--- src/rtl/pipe_pkg.sv ---
// Shared pipeline definitions: opcode/funct constants, ALU operation codes
// and the control bundle carried from ID through EX and MEM.
package pipe_pkg;

    localparam logic [5:0] OP_RTYPE = 6'h00;
    localparam logic [5:0] OP_LW    = 6'h23;
    localparam logic [5:0] OP_SW    = 6'h2B;
    localparam logic [5:0] OP_BEQ   = 6'h04;
    localparam logic [5:0] OP_ADDI  = 6'h08;

    localparam logic [5:0] FN_ADD   = 6'h20;
    localparam logic [5:0] FN_SUB   = 6'h22;
    localparam logic [5:0] FN_AND   = 6'h24;
    localparam logic [5:0] FN_OR    = 6'h25;
    localparam logic [5:0] FN_SLT   = 6'h2A;

    typedef enum logic [2:0] {
        ALU_ADD = 3'd0,
        ALU_SUB = 3'd1,
        ALU_AND = 3'd2,
        ALU_OR  = 3'd3,
        ALU_SLT = 3'd4
    } alu_op_e;

    typedef struct packed {
        logic    alusrc;
        logic    memread;
        logic    memwrite;
        logic    regwrite;
        logic    branch;
        alu_op_e aluop;
    } ctrl_t;

    localparam ctrl_t CTRL_NOP = '{alusrc: 1'b0, memread: 1'b0, memwrite: 1'b0,
                                   regwrite: 1'b0, branch: 1'b0, aluop: ALU_ADD};

endpackage

--- src/rtl/id_decode.sv ---
// Combinational instruction decoder: opcode/funct -> control bundle,
// destination register and whether the rt field is a real source.
module id_decode
    import pipe_pkg::*;
(
    input  logic [5:0] opcode,
    input  logic [5:0] funct,
    input  logic [4:0] rt,
    input  logic [4:0] rd,
    output ctrl_t      ctrl,
    output logic [4:0] dest,
    output logic       uses_rt
);

    // Unknown opcodes and unknown R-type functs decode to an all-zero control word.
    always_comb begin
        ctrl    = CTRL_NOP;
        dest    = '0;
        uses_rt = 1'b0;
        case (opcode)
            OP_RTYPE: begin
                uses_rt       = 1'b1;
                dest          = rd;
                ctrl.regwrite = 1'b1;
                case (funct)
                    FN_ADD:  ctrl.aluop = ALU_ADD;
                    FN_SUB:  ctrl.aluop = ALU_SUB;
                    FN_AND:  ctrl.aluop = ALU_AND;
                    FN_OR:   ctrl.aluop = ALU_OR;
                    FN_SLT:  ctrl.aluop = ALU_SLT;
                    default: begin
                        ctrl = CTRL_NOP;
                        dest = '0;
                    end
                endcase
            end
            OP_LW: begin
                ctrl.alusrc   = 1'b1;
                ctrl.memread  = 1'b1;
                ctrl.regwrite = 1'b1;
                dest          = rt;
            end
            OP_SW: begin
                ctrl.alusrc   = 1'b1;
                ctrl.memwrite = 1'b1;
                uses_rt       = 1'b1;
            end
            OP_BEQ: begin
                ctrl.aluop  = ALU_SUB;
                ctrl.branch = 1'b1;
                uses_rt     = 1'b1;
            end
            OP_ADDI: begin
                ctrl.alusrc   = 1'b1;
                ctrl.regwrite = 1'b1;
                dest          = rt;
            end
            default: ;
        endcase
    end

endmodule

--- src/rtl/id_stage.sv ---
// Instruction-decode stage: register read addressing, write-back bypass,
// load-use hazard detection and the ID/EX pipeline register.
module id_stage
    import pipe_pkg::*;
#(
    parameter int XLEN  = 32,
    parameter int CNT_W = 16
) (
    input  logic             clk,
    input  logic             rst_n,
    input  logic             if_valid,
    input  logic [31:0]      if_instr,
    input  logic [XLEN-1:0]  if_pc,
    input  logic             flush,
    output logic             id_stall,
    output logic [4:0]       rf_read1,
    output logic [4:0]       rf_read2,
    input  logic [XLEN-1:0]  rf_data1,
    input  logic [XLEN-1:0]  rf_data2,
    input  logic             wb_we,
    input  logic [4:0]       wb_addr,
    input  logic [XLEN-1:0]  wb_data,
    output logic             ex_valid,
    output logic [XLEN-1:0]  ex_pc,
    output logic [XLEN-1:0]  ex_rs_val,
    output logic [XLEN-1:0]  ex_rt_val,
    output logic [XLEN-1:0]  ex_imm,
    output logic [4:0]       ex_rs,
    output logic [4:0]       ex_rt,
    output logic [4:0]       ex_dest,
    output logic [2:0]       ex_aluop,
    output logic             ex_alusrc,
    output logic             ex_memread,
    output logic             ex_memwrite,
    output logic             ex_regwrite,
    output logic             ex_branch,
    output logic [CNT_W-1:0] stall_cnt
);

    logic [5:0]      opcode;
    logic [5:0]      funct;
    logic [4:0]      rs;
    logic [4:0]      rt;
    logic [4:0]      rd;
    logic [XLEN-1:0] imm_ext;
    ctrl_t           dec_ctrl;
    logic [4:0]      dec_dest;
    logic            dec_uses_rt;
    logic [XLEN-1:0] rs_val;
    logic [XLEN-1:0] rt_val;
    logic            hazard;
    ctrl_t           ex_ctrl;

    assign opcode  = if_instr[31:26];
    assign rs      = if_instr[25:21];
    assign rt      = if_instr[20:16];
    assign rd      = if_instr[15:11];
    assign funct   = if_instr[5:0];
    assign imm_ext = {{(XLEN-16){if_instr[15]}}, if_instr[15:0]};

    assign rf_read1 = rs;
    assign rf_read2 = rt;

    id_decode u_decode (
        .opcode  (opcode),
        .funct   (funct),
        .rt      (rt),
        .rd      (rd),
        .ctrl    (dec_ctrl),
        .dest    (dec_dest),
        .uses_rt (dec_uses_rt)
    );

    // Operand select: $0 is hard zero; a same-edge write-back wins over the stale RF read.
    always_comb begin
        rs_val = rf_data1;
        rt_val = rf_data2;
        if (rs == 5'd0)
            rs_val = '0;
        else if (wb_we && wb_addr == rs)
            rs_val = wb_data;
        if (rt == 5'd0)
            rt_val = '0;
        else if (wb_we && wb_addr == rt)
            rt_val = wb_data;
    end

    assign hazard = if_valid && ex_valid && ex_ctrl.memread && (ex_dest != 5'd0) &&
                    ((ex_dest == rs) || (dec_uses_rt && ex_dest == rt));
    assign id_stall = hazard && !flush;

    // ID/EX register: flush or hazard inserts an all-zero bubble, else capture the decode.
    always_ff @(posedge clk or negedge rst_n) begin
        if (!rst_n) begin
            ex_valid  <= 1'b0;
            ex_pc     <= '0;
            ex_rs_val <= '0;
            ex_rt_val <= '0;
            ex_imm    <= '0;
            ex_rs     <= '0;
            ex_rt     <= '0;
            ex_dest   <= '0;
            ex_ctrl   <= CTRL_NOP;
        end else if (flush || hazard) begin
            ex_valid  <= 1'b0;
            ex_pc     <= '0;
            ex_rs_val <= '0;
            ex_rt_val <= '0;
            ex_imm    <= '0;
            ex_rs     <= '0;
            ex_rt     <= '0;
            ex_dest   <= '0;
            ex_ctrl   <= CTRL_NOP;
        end else begin
            ex_valid  <= if_valid;
            ex_pc     <= if_pc;
            ex_rs_val <= rs_val;
            ex_rt_val <= rt_val;
            ex_imm    <= imm_ext;
            ex_rs     <= rs;
            ex_rt     <= rt;
            ex_dest   <= dec_dest;
            ex_ctrl   <= dec_ctrl;
        end
    end

    assign ex_aluop    = ex_ctrl.aluop;
    assign ex_alusrc   = ex_ctrl.alusrc;
    assign ex_memread  = ex_ctrl.memread;
    assign ex_memwrite = ex_ctrl.memwrite;
    assign ex_regwrite = ex_ctrl.regwrite;
    assign ex_branch   = ex_ctrl.branch;

    // Saturating count of cycles in which the front end was held.
    always_ff @(posedge clk or negedge rst_n) begin
        if (!rst_n)
            stall_cnt <= '0;
        else if (id_stall && stall_cnt != {CNT_W{1'b1}})
            stall_cnt <= stall_cnt + CNT_W'(1);
    end

endmodule

--- config.mk ---
export PLATFORM = sky130hd
export DESIGN_NAME = id_stage
export DESIGN_NICKNAME = d
export VERILOG_FILES = /design/src/rtl/pipe_pkg.sv /design/src/rtl/id_decode.sv /design/src/rtl/id_stage.sv
export SDC_FILE = /design/constraint.sdc
export NUM_CORES = 1
export LEC_CHECK = 0
export BUFFER_PORTS_ARGS = -buffer_cell sky130_fd_sc_hd__clkbuf_2
export CAP_MARGIN = 10
export CELL_PAD_IN_SITES_DETAIL_PLACEMENT = 1
export CELL_PAD_IN_SITES_GLOBAL_PLACEMENT = 1
export CORE_MARGIN = 2
export CORE_UTILIZATION = 36
export CTS_CLUSTER_DIAMETER = 100
export DETAILED_ROUTE_END_ITERATION = 10
export PLACE_DENSITY = 0.93
export SYNTH_ARGS = -nofsm -noshare
export SYNTH_HDL_FRONTEND = slang
export SYNTH_SLANG_ARGS = --single-unit
--- constraint.sdc ---
create_clock -name clk -period 3.95 [get_ports clk]
set_input_delay 0.1975 -clock clk [delete_from_list [all_inputs] [get_ports clk]]
set_output_delay 0.1975 -clock clk [all_outputs]
set_load 0.05 [all_outputs]
==> impl_metrics.toml, run 1 <==
[placed_design]
hpwl_mm = 16.73
placed_area_um2 = 8208
gp_congestion = 0.7782
place_ws_ns = 1.329
placed_cells_incl_taps = 1067
numPortBuffers = 348

[finish]
fin_area_um2 = 9042
register_area_um2 = 3804
final_util_pct = 50.86
multi_input_area_um2 = 2298
fin_nets = 1056
layout-drive-gt1-share_pct = 49.11
syn_to_final_growth_pct = 39.68
instances_no_fill = 1131
fill_cells = 2065

[clocking]
numCtsBuffers = 17
cts_root_buf = "clkbuf_16"
clockBufferDepth = 2
path_clk_slew_ns = 0.07
cts_tree = "built"
h-tree-depth = 4
ctsResizeCount = 0
clock-sinks = 152
clk_latency_ns = 0.42

[logic_synthesis]
async_flop_share_pct = 100.0
netlist_area_um2 = 6474
synthCells = 532
syn-num-nets = 703
synth-seq-cells = 152
synth_largest_area_cell = "dfrtp_1"
synth_edf_count = 0
synth_commonest_cells = "dfrtp_1 (152), nor2_1 (91), mux2i_1 (64), and2_4 (40), buf_4 (26)"
synth_top_area_share_pct = 58.76
ys.flop_type = "dfrtp_1"
ys_warn_count = 0
yosys-top-cells-area = "dfrtp_1 (59%), mux2i_1 (9.9%), and2_4 (5.4%), nor2_1 (5.3%), buf_4 (3.0%)"
synth.most_common_cell = "dfrtp_1"
synth_seq_area_share_pct = 58.76
synth_cell_type_count = 44
avgSynthCellArea_um2 = 12.17

[drt]
drt_iter0_markers = 153
drc = 0
viasPerCell = 4.795
drtPass1Iterations = 4
routed_wl_mm = 22.79
wire_per_inst_um = 20.15
antenna_left = 0
dr_total_vias = 5423

[floorplanning]
core_area_um2 = 17780
die-area_um2 = 19070
start_util_pct = 36.41
die_x_um = 138.1
io-pin-count = 349
row_count = 49
die_h_um = 138.1

[outcome]
outcome = "finished clean"

[critical_path]
cp-end-kind = "register"
arrival_ns = 3.02
worstSetupStartpointType = "register"
crit_required_ns = 4.31
crit_type = "reg -> reg"
crit_fanout = 42

[timing]
rsz0062_at_grt = "false"
hold_viol = 0
final.setup.tns_ns = 0
worst_slack_ns = 1.290
finalCritPeriodShare_pct = 67.34
final-setup-viol-count = 0
worst_pin_slew_ns = 1.128
hold_slack_ns = 0.01611
fin_worst_skew_ns = 0.01025
drv_slew = 0
period_minus_slack_ns = 2.660
slew_headroom_pct = 24.83
fmax_mhz = 375.9

[global_routing]
grtUsageTotal_pct = 23.84
grt_util_met1_pct = 25.99
grt_pass1_vias = 6030
grt_use_met2_pct = 44.16
antenna_found_initial = 4
grt_pass1_wl_mm = 34.87
grtUsageMet3_pct = 6.062
grt_overflow_total = 0
grt_max_degree = 103
top_usage_layer = "met2"

[power_and_ir_drop]
powerDensity_nw_per_um2 = 432.9
irDropWorstVdd_mv = 0.2898
combinationalPowerShare_pct = 18.4
seqPwrFrac_pct = 42.2
power.internal_mw = 2.651
p_sw_mw = 1.263
pwr-share-clk_pct = 39.4
power.total_mw = 3.914
power_leakage_nw = 4.748
p_sw_share_pct = 32.27

[flow_run]
drv_cap = 0

[worst_hold_path]
min_path_type = "in -> reg"
==> logic make-up (layout without fill, tap and decap cells) <==
kind of cell	count (synthesis)	count (layout)	share of synthesized area, %
buffers and inverters	55	421	5.779
AND/OR/NAND/NOR	206	206	18.01
other	0	4	0
multiplexers	65	65	10.07
flip-flops	152	152	58.76
AO/OA/AOI/OAI	19	19	2.590
adder cells (fa/ha/maj)	1	1	0.1932
XOR/XNOR	34	34	4.600
==> per-layer routing <==
layer / vias to the layer above / part of all wire (%)
met5: - / 0
met2: 223 / 54
met3: 44 / 5.8
li1: 2442 / -
met4: 0 / 3.2
met1: 2714 / 37
==> timing repair <==
item | 4_1_cts | 5_1_grt
setup endpoints to repair | 0 | 0
hold buffers | 25 | 3
buffers inserted | 0 | 0
hold endpoints to repair | 124 | 3
==> registers in the layout, indices dropped and copies added (netlist names), 3 cells and up <==
| name | count |
|---|---|
| ex_rt | 5 |
| ex_imm | 16 |
| stall_cnt | 16 |
| ex_rs_val | 32 |
| ex_aluop | 3 |
| ex_rt_val | 32 |
| ex_rs | 5 |
| ex_dest | 5 |
| ex_pc | 32 |
==> power groups by stage <==
stage          sequential (mW)  combinational [mW]  clock, mW
6_report                  1.65               0.722       1.54
5_1_grt                   1.66               0.762       1.64
4_1_cts                   1.65               0.725       1.56
3_5_place_dp              1.68               0.702          0
3_3_place_gp              1.67               0.683          0
2_1_floorplan             1.93               0.202          0
==> final timing paths <==
kind | slack [ns] | cells after the start | end | from
min in group asynchronous | 0.50 | 2 | ex_rs_val[28] | rst_n
hold reg to reg | 0.50 | 1 | stall_cnt[15] | stall_cnt[15]
setup / recovery | 1.29 | 7 | ex_pc[16] | ex_dest[0]
setup reg to reg | 1.29 | 7 | ex_pc[16] | ex_dest[0]
max in group asynchronous | 2.53 | 3 | ex_imm[6] | rst_n
hold / removal | 0.02 | 2 | ex_pc[18] | if_pc[18]
==> area by class of cell <==
cell class | count | share of cell area [%]
inverters | 7 | 0.2906
diodes | 4 | 0.1107
repair buffers | 382 | 22.93
clock inverters | 15 | 1.315
clock buffers | 17 | 4.705
flip-flops and latches | 152 | 42.06
well taps | 229 | 3.169
multi-input cells | 325 | 25.42
==> cells in the final DEF (no fill, tap or decap), types with 12 or more instances in the layout <==
cell type	synthesis	layout
and2_1	16	16
and2_4	40	40
xnor2_1	12	12
dfrtp_1	152	152
mux2i_1	64	64
xor2_1	22	22
dlygate4sd3_1	0	28
clkbuf_16	0	17
nor2_1	91	91
clkbuf_2	0	347
==> critical path, stage by stage (launching register included) <==
cell and delay (ns):
dfrtp_1 0.42, or4_1 0.56, nor2_1 0.16, nor2_1 0.08, o21ai_2 0.09, nor2b_4 0.77
buf_4 0.32, and2_4 0.17
No activity file was read; power rests on OpenSTA's default activity.
==> run 2, diff against run 1 <==
- CORE_UTILIZATION: 36 -> 30
- PLACE_DENSITY: 0.93 -> 0.84
- clock period: 3.95 -> 2.42 ns (I/O delays scaled with it)
==> impl_metrics.toml, run 2 (synthesis results as in run 1) <==
[global_routing]
grt_overflow_total = 0
grt_max_degree = 67
grt_pass1_vias = 6967
grtUsageTotal_pct = 24.77
antenna_found_initial = 3
grt_pass1_wl_mm = 41.23

[clocking]
clock-sinks = 152
numCtsBuffers = 17
path_clk_slew_ns = 0.07
clk_latency_ns = 0.42
postCtsSetupRepairBufs = 0
cts_root_buf = "clkbuf_16"
cts_tree = "built"
clockBufferDepth = 2
h-tree-depth = 4

[drt]
drt_iter0_markers = 177
drc = 0
antenna_left = 0
dr_total_vias = 6198
routed_wl_mm = 28.58
wire_per_inst_um = 21.41
viasPerCell = 4.643
drtPass1Iterations = 4

[timing]
period_minus_slack_ns = 2.375
final-setup-viol-count = 0
finalCritPeriodShare_pct = 98.15
worst_slack_ns = 0.04484
rsz0062_at_grt = "true"
fmax_mhz = 421.0
slew_headroom_pct = 53.47
final.setup.tns_ns = 0
hold_viol = 0
fin_worst_skew_ns = 0.01398
worst_pin_slew_ns = 0.6948
drv_slew = 0

[flow_run]
drv_cap = 0

[floorplanning]
die_x_um = 150.9
die-area_um2 = 22770
core_area_um2 = 21090
io-pin-count = 349
start_util_pct = 30.70
die_h_um = 150.9
row_count = 53

[power_and_ir_drop]
combinationalPowerShare_pct = 21.3
p_sw_share_pct = 33.10
powerDensity_nw_per_um2 = 630.8
pwr-share-clk_pct = 39.0
irDropWorstVdd_mv = 0.4277
power_leakage_nw = 5.489
p_sw_mw = 2.251
power.internal_mw = 4.551
seqPwrFrac_pct = 39.7

[finish]
largestRegisters = "ex_pc: 32 flops, ex_rs_val: 32 flops, ex_rt_val: 32 flops"
fin_nets = 1216
syn_to_final_growth_pct = 66.56
final_cell_mix = "clkbuf_2 (346), dlygate4sd3_1 (164), dfrtp_1 (152), nor2_1 (90), mux2i_1 (64)"
layout-drive-gt1-share_pct = 44.23
final_common_cell = "clkbuf_2"
fill_cells = 2366
instances_no_fill = 1335

[critical_path]
worstSetupStartpointType = "register"
cp-end-kind = "register"
crit_type = "reg -> reg"
arrival_ns = 2.73
crit_fanout = 13
crit_required_ns = 2.77

[placed_design]
gp_congestion = 0.8172
placed_cells_incl_taps = 1135
place_ws_ns = -0.2535
hpwl_mm = 16.66
numPortBuffers = 348

[worst_hold_path]
min_path_type = "in -> reg"

[outcome]
outcome = "finished clean"
-- run 2: layout make-up --
class,count,area [um^2],area share [%]
antenna,2,5.005,0.04641
clock inverter,15,152.6,1.416
tap,275,344.1,3.191
inverter,7,26.28,0.2437
clock buffer,17,425.4,3.945
sequential,152,3804,35.28
multi-input combinational,327,2342,21.72
timing repair buffer,540,3684,34.16
-- run 2: worst paths after layout --
kind	from	end	slack, ns	depth (start not counted)
min in group asynchronous	rst_n	ex_rt_val[8]	0.30	2
max	ex_dest[0]	ex_pc[30]	0.04	6
max in group asynchronous	rst_n	ex_pc[15]	1.43	3
max reg2reg	ex_dest[0]	ex_pc[30]	0.04	6
min	rf_data2[5]	ex_rt_val[5]	0.01	3
min reg2reg	stall_cnt[9]	stall_cnt[9]	0.49	1
-- run 2: power by group through the flow --
stage / Combinational [mW] / Clock, mW / Sequential [mW]
after floorplan: 0.330 / 0 / 3.15
after global placement: 1.15 / 0 / 2.73
after detailed placement: 1.17 / 0 / 2.74
after CTS: 1.40 / 2.68 / 2.69
after global routing: 1.52 / 2.82 / 2.71
final: 1.45 / 2.66 / 2.70
-- run 2: stage by stage --
step / power, mW / cell area (um^2) / utilization [%] / hold WS [ns]
after CTS: 6.779 / 10770 / 51.06 / 0.0002234
after global routing: 7.047 / 10780 / 51.13 / 0.01036
after global placement: 3.883 / 8506 / 40.33 / 0.1743
after floorplan: 3.476 / 6474 / - / -0.1746
after detailed placement: 3.914 / 8506 / 40.33 / 0.1738
final: 6.802 / 10780 / 51.13 / 0.01431
-- run 2: critical path, cell delays in order, from the launching register on --
cell	delay [ns]
dfrtp_1	0.38
or4_1	0.57
nor2_2	0.18
nor2_1	0.10
o21ai_2	0.16
nor2b_2	0.67
and2_4	0.27
-- run 2: metal layers --
| layer | global-route usage (%) | part of all wire [%] | wire length [um] |
|---|---|---|---|
| met5 | 0 | 0.045 | 13 |
| met4 | 11.17 | 4.0 | 1152 |
| met3 | 5.873 | 5.8 | 1652 |
| met1 | 26.18 | 36 | 10290 |
| met2 | 46.45 | 54 | 15470 |
-- run 2: timing repair --
action	in CTS	in global routing
pin swaps	1	1
setup endpoints to repair	57	41
hold buffers	164	0
hold endpoints to repair	176	0
gates resized for setup	6	2
gates cloned	2	0
==> run 3, diff against run 2 <==
- ABC_AREA: not set -> 1
- CORE_UTILIZATION: 30 -> 29
==> impl_metrics.toml, run 3 <==
[logic_synthesis]
yosys-top-cells-area = "dfrtp_1 (54%), nor2_1 (8.5%), inv_1 (7.8%), nand2_1 (7.4%), o211ai_1 (6.8%)"
async_flop_share_pct = 100.0
synth.most_common_cell = "nor2_1"
synth_seq_area_share_pct = 54.20
syn-num-nets = 1002
synthCells = 831
synth_top_area_share_pct = 54.20
synth-seq-cells = 152
ys.flop_type = "dfrtp_1"
synth_cell_type_count = 26
synth_edf_count = 0
avgSynthCellArea_um2 = 8.445
netlist_area_um2 = 7018
synth_commonest_cells = "nor2_1 (159), dfrtp_1 (152), inv_1 (146), nand2_1 (139), o211ai_1 (64)"
ys_warn_count = 0
synth_largest_area_cell = "dfrtp_1"

[clocking]
path_clk_slew_ns = 0.07
clock-sinks = 152
cts_root_buf = "clkbuf_16"
cts_tree = "built"
clk_latency_ns = 0.42
h-tree-depth = 4
clockBufferDepth = 2
numCtsBuffers = 17

[critical_path]
max_stage_delay_ns = 0.46
crit_type = "reg -> out"
slowest_stage = "dfrtp_1"
arrival_ns = 2.10
worstSetupStartpointType = "register"
path_cells = "inv_1 -> nand2_1 -> nand2_1 -> a21oi_1 -> nand3_1 -> nand2_2 -> nand2_2 -> nor2_2 -> clkbuf_4"
cp-end-kind = "primary output"
crit_fanout = 5
crit_required_ns = 2.30

[finish]
fin_nets = 1388
final_common_cell = "clkbuf_2"
final_cell_mix = "clkbuf_2 (346), nor2_1 (158), dfrtp_1 (152), inv_1 (146), nand2_1 (139)"
register_area_um2 = 3804
multi_input_area_um2 = 2267
fill_cells = 2845
largestRegisters = "ex_pc: 32 flops, ex_rs_val: 32 flops, ex_rt_val: 32 flops"
layout-drive-gt1-share_pct = 32.71
syn_to_final_growth_pct = 46.34

[global_routing]
grtUsageTotal_pct = 20.71
grt_pass1_vias = 7872
grt_pass1_wl_mm = 41.50
antenna_found_initial = 2
grt_overflow_total = 0
grt_max_degree = 92

[drt]
dr.max_layer_used = "met5"
drt_iter0_markers = 214
met2WireLength_mm = 13.60
antenna_left = 0
dr_total_vias = 7082
drtPass1Iterations = 4
wl_met3_mm = 1.662
viasPerCell = 4.572
wire_per_inst_um = 16.90
wl_met1_mm = 10.15
drc = 0
routed_wl_mm = 26.19

[power_and_ir_drop]
powerDensity_nw_per_um2 = 665.4
power_leakage_nw = 5.927
irDropWorstVdd_mv = 0.3799

[timing]
worst_slack_ns = 0.2037
hold_viol = 0
fmax_mhz = 451.2
fin_worst_skew_ns = 0.01172
final-setup-viol-count = 0
finalCritPeriodShare_pct = 91.58
worst_pin_slew_ns = 0.6883
rsz0062_at_grt = "false"
slew_headroom_pct = 54.06
drv_slew = 0
final.setup.tns_ns = 0
period_minus_slack_ns = 2.216

[floorplanning]
die_h_um = 159.6
start_util_pct = 29.72
row_count = 56
die_x_um = 159.6
die-area_um2 = 25460
io-pin-count = 349
core_area_um2 = 23610

[outcome]
outcome = "finished clean"

[placed_design]
gp_congestion = 0.8441
place_ws_ns = 0.4137
hpwl_mm = 18.25
numPortBuffers = 348

[flow_run]
drv_cap = 0

[worst_hold_path]
min_path_type = "in -> reg"
-- run 3: final timing paths --
| kind | startpoint | to | slack, ns | cells after the start |
|---|---|---|---|---|
| worst max register to register | ex_dest[0] | ex_rs_val[25] | 0.40 | 10 |
| worst min register to register | stall_cnt[1] | stall_cnt[1] | 0.56 | 2 |
| worst max-delay path | ex_dest[0] | id_stall | 0.20 | 9 |
| worst min-delay path | wb_data[30] | ex_rs_val[30] | 0.02 | 3 |
| max in group asynchronous | rst_n | ex_rt_val[4] | 1.57 | 3 |
| min in group asynchronous | rst_n | ex_pc[28] | 0.19 | 2 |
-- run 3: critical path, delay by kind of cell (launching register included) --
family	cells	cell delay, ns
buffers and inverters	2	0.33
AOI/OAI and AO/OA	1	0.15
and+or+nand+nor	6	0.73
DFF	1	0.46
-- run 3: metrics by stage --
stage / hold WS, ns / power, mW / utilization [%] / area, um^2 / std cells
3_5_place_dp: 0.03225 / 3.947 / 37.86 / 8940 / 1447
3_3_place_gp: 0.03080 / 3.920 / 37.86 / 8940 / 1447
2_1_floorplan: -0.1746 / 3.518 / - / 7018 / 831
6_report: 0.01589 / 6.834 / 43.49 / 10270 / 1549
5_1_grt: 0.01316 / 7.114 / 43.48 / 10270 / 1548
4_1_cts: 0.0001704 / 6.929 / 43.46 / 10260 / 1548
-- run 3: logic make-up (layout without fill, tap and decap cells) --
group	after synthesis	count (layout)	synth area share, %
AND/OR/NAND/NOR	360	360	21.06
adder cells (fa/ha/maj)	1	1	0.1783
flip-flops	152	152	54.20
XOR/XNOR	18	18	2.246
buffers and inverters	212	610	13.60
other	0	1	0
AO/OA/AOI/OAI	88	88	8.718
-- run 3: final cells by class --
class | instances | share of cell area, %
diodes | 1 | 0.02437
clock inverters | 10 | 1.377
well taps | 319 | 3.886
repair buffers | 430 | 25.48
inverters | 149 | 5.446
multi-input cells | 467 | 22.08
clock buffers | 21 | 4.678
flip-flops and latches | 152 | 37.04
-- run 3: per-layer routing --
metal	GRT usage, %	up-vias
li1	-	3325
met1	22.80	3442
met2	37.96	270
met3	5.653	43
met4	7.686	2
met5	0	-
-- run 3: power by group --
part           switching [mW]  internal [mW]  leakage [nW]
clock                    1.11           1.73         0.302
sequential             0.0394           2.65          1.99
combinational           0.922          0.375          3.63
-- run 3: what timing repair did --
item                                    4_1_cts  5_1_grt
endpoints found under the setup margin        0        1
endpoints found under the hold margin       229        0
gates resized for setup                       0        3
hold buffers                                 70        0
setup buffers                                 0        0
